[src/rtl/pc_seq_ctrl_pkg.sv]
// Shared state/source encodings and default addresses for the ariscv next-PC sequencer.
package pc_seq_ctrl_pkg;

  typedef enum logic [1:0] {
    ST_BOOT = 2'd0,
    ST_RUN  = 2'd1,
    ST_HOLD = 2'd2,
    ST_TRAP = 2'd3
  } state_t;

  // Source codes are numbered in ascending priority, so ranking is a plain magnitude compare.
  typedef enum logic [2:0] {
    SRC_SEQ  = 3'd0,
    SRC_BR   = 3'd1,
    SRC_JMP  = 3'd2,
    SRC_RET  = 3'd3,
    SRC_TRAP = 3'd4
  } src_t;

  localparam logic [31:0] DEF_RSTVAL   = 32'h0000_8000;
  localparam logic [31:0] DEF_TRAP_VEC = 32'h0000_8100;
  localparam int          DEF_INC      = 4;

  function automatic logic src_outranks(input src_t a, input src_t b);
    return a > b;
  endfunction

endpackage

[src/rtl/pc_redir_hold.sv]
// One-entry pending-redirect buffer; a new request replaces the entry only if it strictly outranks it.
module pc_redir_hold
  import pc_seq_ctrl_pkg::*;
#(
  parameter int ADDR_W = 32
) (
  input  logic              clk,
  input  logic              srst,
  input  logic              clr,
  input  logic              load,
  input  src_t              req_src,
  input  logic [ADDR_W-1:0] req_target,
  output logic              pend_v,
  output logic [ADDR_W-1:0] pend_target
);

  src_t pend_src;
  logic take;

  always_comb begin
    take = load && (req_src != SRC_SEQ) && (!pend_v || src_outranks(req_src, pend_src));
  end

  always_ff @(posedge clk) begin
    if (srst) begin
      pend_v      <= 1'b0;
      pend_src    <= SRC_SEQ;
      pend_target <= '0;
    end else if (clr) begin
      pend_v   <= 1'b0;
      pend_src <= SRC_SEQ;
    end else if (take) begin
      pend_v      <= 1'b1;
      pend_src    <= req_src;
      pend_target <= req_target;
    end
  end

endmodule

[src/rtl/pc_seq_ctrl.sv]
// Next-PC sequencer for the ariscv fetch stage: sequential, branch, jump, trap and return sources.
// Optional build macro PC_ALIGN_CHECK_EN turns misaligned redirect targets into a trap.
module pc_seq_ctrl
  import pc_seq_ctrl_pkg::*;
#(
  parameter int                ADDR_W   = 32,
  parameter logic [ADDR_W-1:0] RSTVAL   = ADDR_W'(DEF_RSTVAL),
  parameter logic [ADDR_W-1:0] TRAP_VEC = ADDR_W'(DEF_TRAP_VEC),
  parameter int                INC      = DEF_INC
) (
  input  logic              clk,
  input  logic              srst,
  input  logic [ADDR_W-1:0] pc,
  input  logic              stall,
  input  logic              br_valid,
  input  logic [ADDR_W-1:0] br_target,
  input  logic              jmp_valid,
  input  logic [ADDR_W-1:0] jmp_target,
  input  logic              trap_req,
  input  logic              ret_req,
  output logic [ADDR_W-1:0] pc_next,
  output logic              fetch_valid,
  output logic              flush,
  output logic [ADDR_W-1:0] epc,
  output logic              misalign
);

  state_t            state, state_nxt;
  src_t              req_src;
  logic [ADDR_W-1:0] req_target;
  logic              pend_v;
  logic [ADDR_W-1:0] pend_target;
  logic              hold_load, hold_clr;
  logic              redir_go, trap_go;
  logic [ADDR_W-1:0] redir_tgt;

  always_comb begin
    req_src    = SRC_SEQ;
    req_target = '0;
    if (ret_req) begin
      req_src    = SRC_RET;
      req_target = epc;
    end else if (jmp_valid) begin
      req_src    = SRC_JMP;
      req_target = jmp_target;
    end else if (br_valid) begin
      req_src    = SRC_BR;
      req_target = br_target;
    end
  end

  pc_redir_hold #(.ADDR_W(ADDR_W)) u_hold (
    .clk         (clk),
    .srst        (srst),
    .clr         (hold_clr),
    .load        (hold_load),
    .req_src     (req_src),
    .req_target  (req_target),
    .pend_v      (pend_v),
    .pend_target (pend_target)
  );

  // A pending redirect always wins when the stall lifts; fresh requests that cycle are dropped.
  always_comb begin
    state_nxt   = state;
    pc_next     = pc;
    fetch_valid = 1'b0;
    flush       = 1'b0;
    misalign    = 1'b0;
    hold_load   = 1'b0;
    hold_clr    = 1'b0;
    redir_go    = 1'b0;
    redir_tgt   = '0;
    trap_go     = 1'b0;
    case (state)
      ST_BOOT: begin
        pc_next   = RSTVAL;
        state_nxt = ST_RUN;
      end
      ST_RUN, ST_HOLD: begin
        fetch_valid = ~stall;
        if (trap_req) begin
          trap_go = 1'b1;
        end else if (stall) begin
          hold_load = (req_src != SRC_SEQ);
          if (req_src != SRC_SEQ) state_nxt = ST_HOLD;
        end else if (pend_v) begin
          redir_go  = 1'b1;
          redir_tgt = pend_target;
        end else if (req_src != SRC_SEQ) begin
          redir_go  = 1'b1;
          redir_tgt = req_target;
        end else begin
          pc_next = pc + ADDR_W'(INC);
        end
      end
      ST_TRAP: state_nxt = ST_RUN;
      default: state_nxt = ST_BOOT;
    endcase

    if (redir_go) begin
      flush     = 1'b1;
      hold_clr  = 1'b1;
      state_nxt = ST_RUN;
`ifdef PC_ALIGN_CHECK_EN
      if (redir_tgt[1:0] != 2'b00) begin
        misalign = 1'b1;
        trap_go  = 1'b1;
      end else begin
        pc_next = redir_tgt;
      end
`else
      pc_next = redir_tgt & ~ADDR_W'(3);
`endif
    end

    if (trap_go) begin
      pc_next   = TRAP_VEC;
      flush     = 1'b1;
      hold_clr  = 1'b1;
      state_nxt = ST_TRAP;
    end
  end

  always_ff @(posedge clk) begin
    if (srst) begin
      state <= ST_BOOT;
      epc   <= RSTVAL;
    end else begin
      state <= state_nxt;
      if (trap_go) epc <= pc;
    end
  end

endmodule
[config.mk]
export PLATFORM = sky130hd
export DESIGN_NAME = pc_seq_ctrl
export DESIGN_NICKNAME = d
export VERILOG_FILES = /design/src/rtl/pc_seq_ctrl_pkg.sv /design/src/rtl/pc_redir_hold.sv /design/src/rtl/pc_seq_ctrl.sv
export SDC_FILE = /design/constraint.sdc
export NUM_CORES = 1
export LEC_CHECK = 0
export BUFFER_PORTS_ARGS = -buffer_cell sky130_fd_sc_hd__buf_2
export CAP_MARGIN = 20
export CORE_MARGIN = 1
export CORE_UTILIZATION = 50
export DETAILED_ROUTE_END_ITERATION = 8
export HOLD_SLACK_MARGIN = 0.02
export PLACE_DENSITY = 0.81
export SLEW_MARGIN = 15
export SYNTH_ARGS = -nofsm -noshare
export SYNTH_HDL_FRONTEND = slang
export SYNTH_SLANG_ARGS = --single-unit
export TNS_END_PERCENT = 5
[constraint.sdc]
create_clock -name clk -period 3.47 [get_ports clk]
set_input_delay 0.5205 -clock clk [delete_from_list [all_inputs] [get_ports clk]]
set_output_delay 0.5205 -clock clk [all_outputs]
set_load 0.02 [all_outputs]
==> results.sh <==
export IMPL_worstSetupPathType="reg2out"
export IMPL_holdCritStartpoint="pc[0]"
export IMPL_ir_drop_mv=0.214
export IMPL_initial_core_util_pct=51.4
export IMPL_min_period_ps=3300
export IMPL_clk_pin_slew_ps=80
export IMPL_fin_util_pct=64.5
export IMPL_die_area_mm2=0.00931
export IMPL_hpwl_um=10600
export IMPL_final_cell_mix="buf_2 (163), nand2_1 (112), dfxtp_1 (67)"
export IMPL_place_ws_ps=224
export IMPL_grt_pass1_wl_um=22700
export IMPL_final_setup_worst_slack_ps=166
export IMPL_core_area_mm2=0.00868
export IMPL_p_switching_uw=854
export IMPL_r2r_end="u_hold.pend_src[0]"
export IMPL_rows=34
export IMPL_p_leak_uw=0.00232
export IMPL_grt_usage_pct=32.3
export IMPL_rrSetupSlack_ps=1020
export IMPL_synth_ff_type="dfxtp_1"
export IMPL_drive_above_1_share_pct=28.3
export IMPL_ys_ff_latch=67
export IMPL_ant_nets=0
export IMPL_cp_slowest_stage_delay_ps=600
export IMPL_wl_per_cell_um=17.3
export IMPL_postCtsHoldBufs=0
export IMPL_endpoint_kind="primary output"
export IMPL_port_buffers=164
export IMPL_fp_dieH_um=96.5
export IMPL_cts_buffer_depth=2
export IMPL_finalCritPeriodShare_pct=95.2
export IMPL_worstPathArrival_ps=2780
export IMPL_setup_violations=0
export IMPL_synth_area_mm2=0.00446
export IMPL_clock_sinks=67
export IMPL_holdPathStages=3
export IMPL_grt_max_degree=67
export IMPL_comb_power_share_pct=34.2
export IMPL_rr_worst_depth=8
export IMPL_ys_warn_count=0
export IMPL_swShare_pct=37.5
export IMPL_grt_antenna_before_repair=0
export IMPL_rsz0062_at_grt="no"
export IMPL_die_w_um=96.5
export IMPL_finalHoldViolations=0
export IMPL_required_ps=2950
export IMPL_numCtsBuffers=9
export IMPL_first_pass_iters=5
export IMPL_vias=5233
export IMPL_cts_root_buf="clkbuf_8"
export IMPL_hold_path_class="in2reg"
export IMPL_drtIter0Drc=371
export IMPL_cap_violations=0
export IMPL_layout_commonest_cell="buf_2"
export IMPL_area_growth_pct=25.4
export IMPL_path_cells="ha_1 -> nand4b_1 -> or4_4 -> nor4_1 -> o22ai_1 -> a221oi_1 -> buf_2"
export IMPL_gp_congestion=0.896
export IMPL_syn_avg_cell_area_um2=7.37
export IMPL_path_max_fanout=10
export IMPL_viasPerCell=6.05
export IMPL_synth_fp_nets=714
export IMPL_synth_async_reset_ratio_pct=0
export IMPL_seqPwrFrac_pct=36.8
export IMPL_grt_pass1_vias=4746
export IMPL_htreeDepth=3
export IMPL_post_synth_num_cell_types=52
export IMPL_wirelength_um=14900
export IMPL_nets=860
export IMPL_cts_tree="built"
export IMPL_slew_headroom_pct=47.0
export IMPL_max_slew_worst_pin_slew_ps=790
export IMPL_cellInternalPower_uw=1420
export IMPL_fmax_mhz=303
export IMPL_drv_slew=0
export IMPL_grt_overflow=0
export IMPL_critPathSlowestCell="or4_4"
export IMPL_synth_seq_area_share_pct=30.0
export IMPL_status="finished, final reports clean"
export IMPL_syn_inst=606
export IMPL_final_setup_tns_ps=0
export IMPL_antenna_cells=0
export IMPL_synth_edf_count=0
export IMPL_power_density_mw_per_mm2=407
export IMPL_clock_skew_ps=10.5
export IMPL_p_clk_share_pct=29.1
export IMPL_start_kind="register"
export IMPL_drc=0
export IMPL_r2r_start="state[0]"
export IMPL_ios=170
export IMPL_holdPathEnd="epc[0]"
export IMPL_clock_latency_ps=360
## power groups by stage
stage	Combinational (µW)	Sequential (µW)	Clock (µW)
after floorplan	450	884	0
after global placement	751	852	0
after detailed placement	768	855	0
after CTS	771	837	665
after global routing	846	841	705
final	779	838	662
## flip-flops by register name (all words and copies together) (netlist names)
register            count
epc                    32
u_hold.pend_target     30
state                   2
u_hold.pend_src         2
u_hold.pend_v           1
## routing by layer
metal	up-vias	wire, µm	track usage [%]
li1	2492	-	-
met1	2439	6260	38.7
met2	273	7110	55.5
met3	29	1320	7.82
met4	0	257	12.3
met5	-	0	0
## stage by stage
stage                     total power [µW]  instances  hold WS [ps]  instance area (µm²)
after floorplan                       1330        606           451                 4460
after global placement                1600        849           441                 5390
after detailed placement              1620        849           458                 5390
after CTS                             2270        865           400                 5580
after global routing                  2390        865           392                 5600
final                                 2280        865           406                 5600
## timing repair
action	in CTS	in global routing
buffers inserted	0	0
resized for setup	0	3
endpoints found under the setup margin	0	18
## critical path, delay by kind of cell (launching register included)
family | cells | cell delay [ps]
AOI/OAI and AO/OA | 2 | 450
buffers and inverters | 1 | 230
adders and majority gates | 1 | 220
and+or+nand+nor | 3 | 1190
DFF | 1 | 330
## worst max path at each step
stage | startpoint | end | slack (ps) | cells after the start
CTS | state[0] | pc_next[22] | 70 | 9
detailed placement | jmp_valid | pc_next[16] | 220 | 7
global placement | jmp_valid | pc_next[28] | 200 | 7
finish | state[0] | pc_next[25] | 170 | 7
global route | state[0] | pc_next[23] | 40 | 9
floorplan | ret_req | pc_next[8] | 190 | 8
## cell usage after synthesis, types with 6 or more instances
master	n	share of area, %
a221oi_1	6	1.2
nor4_1	11	1.5
nand3_1	13	1.5
mux2i_1	42	9.4
clkbuf_1	47	4.0
a22oi_1	29	4.9
nand2_1	112	9.4
dfxtp_1	67	30
nor2_1	40	3.4
inv_1	8	0.67
o21ai_0	46	5.2
o22ai_1	17	2.4
nand4_1	6	0.84
o31a_1	8	1.6
xnor2_1	16	3.1
a31oi_1	7	0.98
nor3_1	11	1.2
a211oi_1	6	1.0
and3_1	6	0.84
a21oi_1	40	4.5
## logic make-up (layout without fill, tap and decap cells)
logic type,Yosys count,in the layout,share of synthesized area [%]
AND/OR/NAND/NOR,236,236,25.1
AO/OA/AOI/OAI,174,174,24.4
flip-flops,67,67,30.0
buffers and inverters,60,211,5.52
multiplexers,42,42,9.42
XOR/XNOR,21,21,4.12
adder cells (fa/ha/maj),5,5,1.40
other,1,1,0.0840
## final cells by class
type	count	area (µm²)
inverters	8	30.0
flip-flops and latches	67	1340
fillers	750	3080
well taps	108	135
clock buffers	10	128
clock inverters	6	66.3
multi-input cells	479	2900
repair buffers	187	996
No activity file was read; power rests on OpenSTA's default activity.
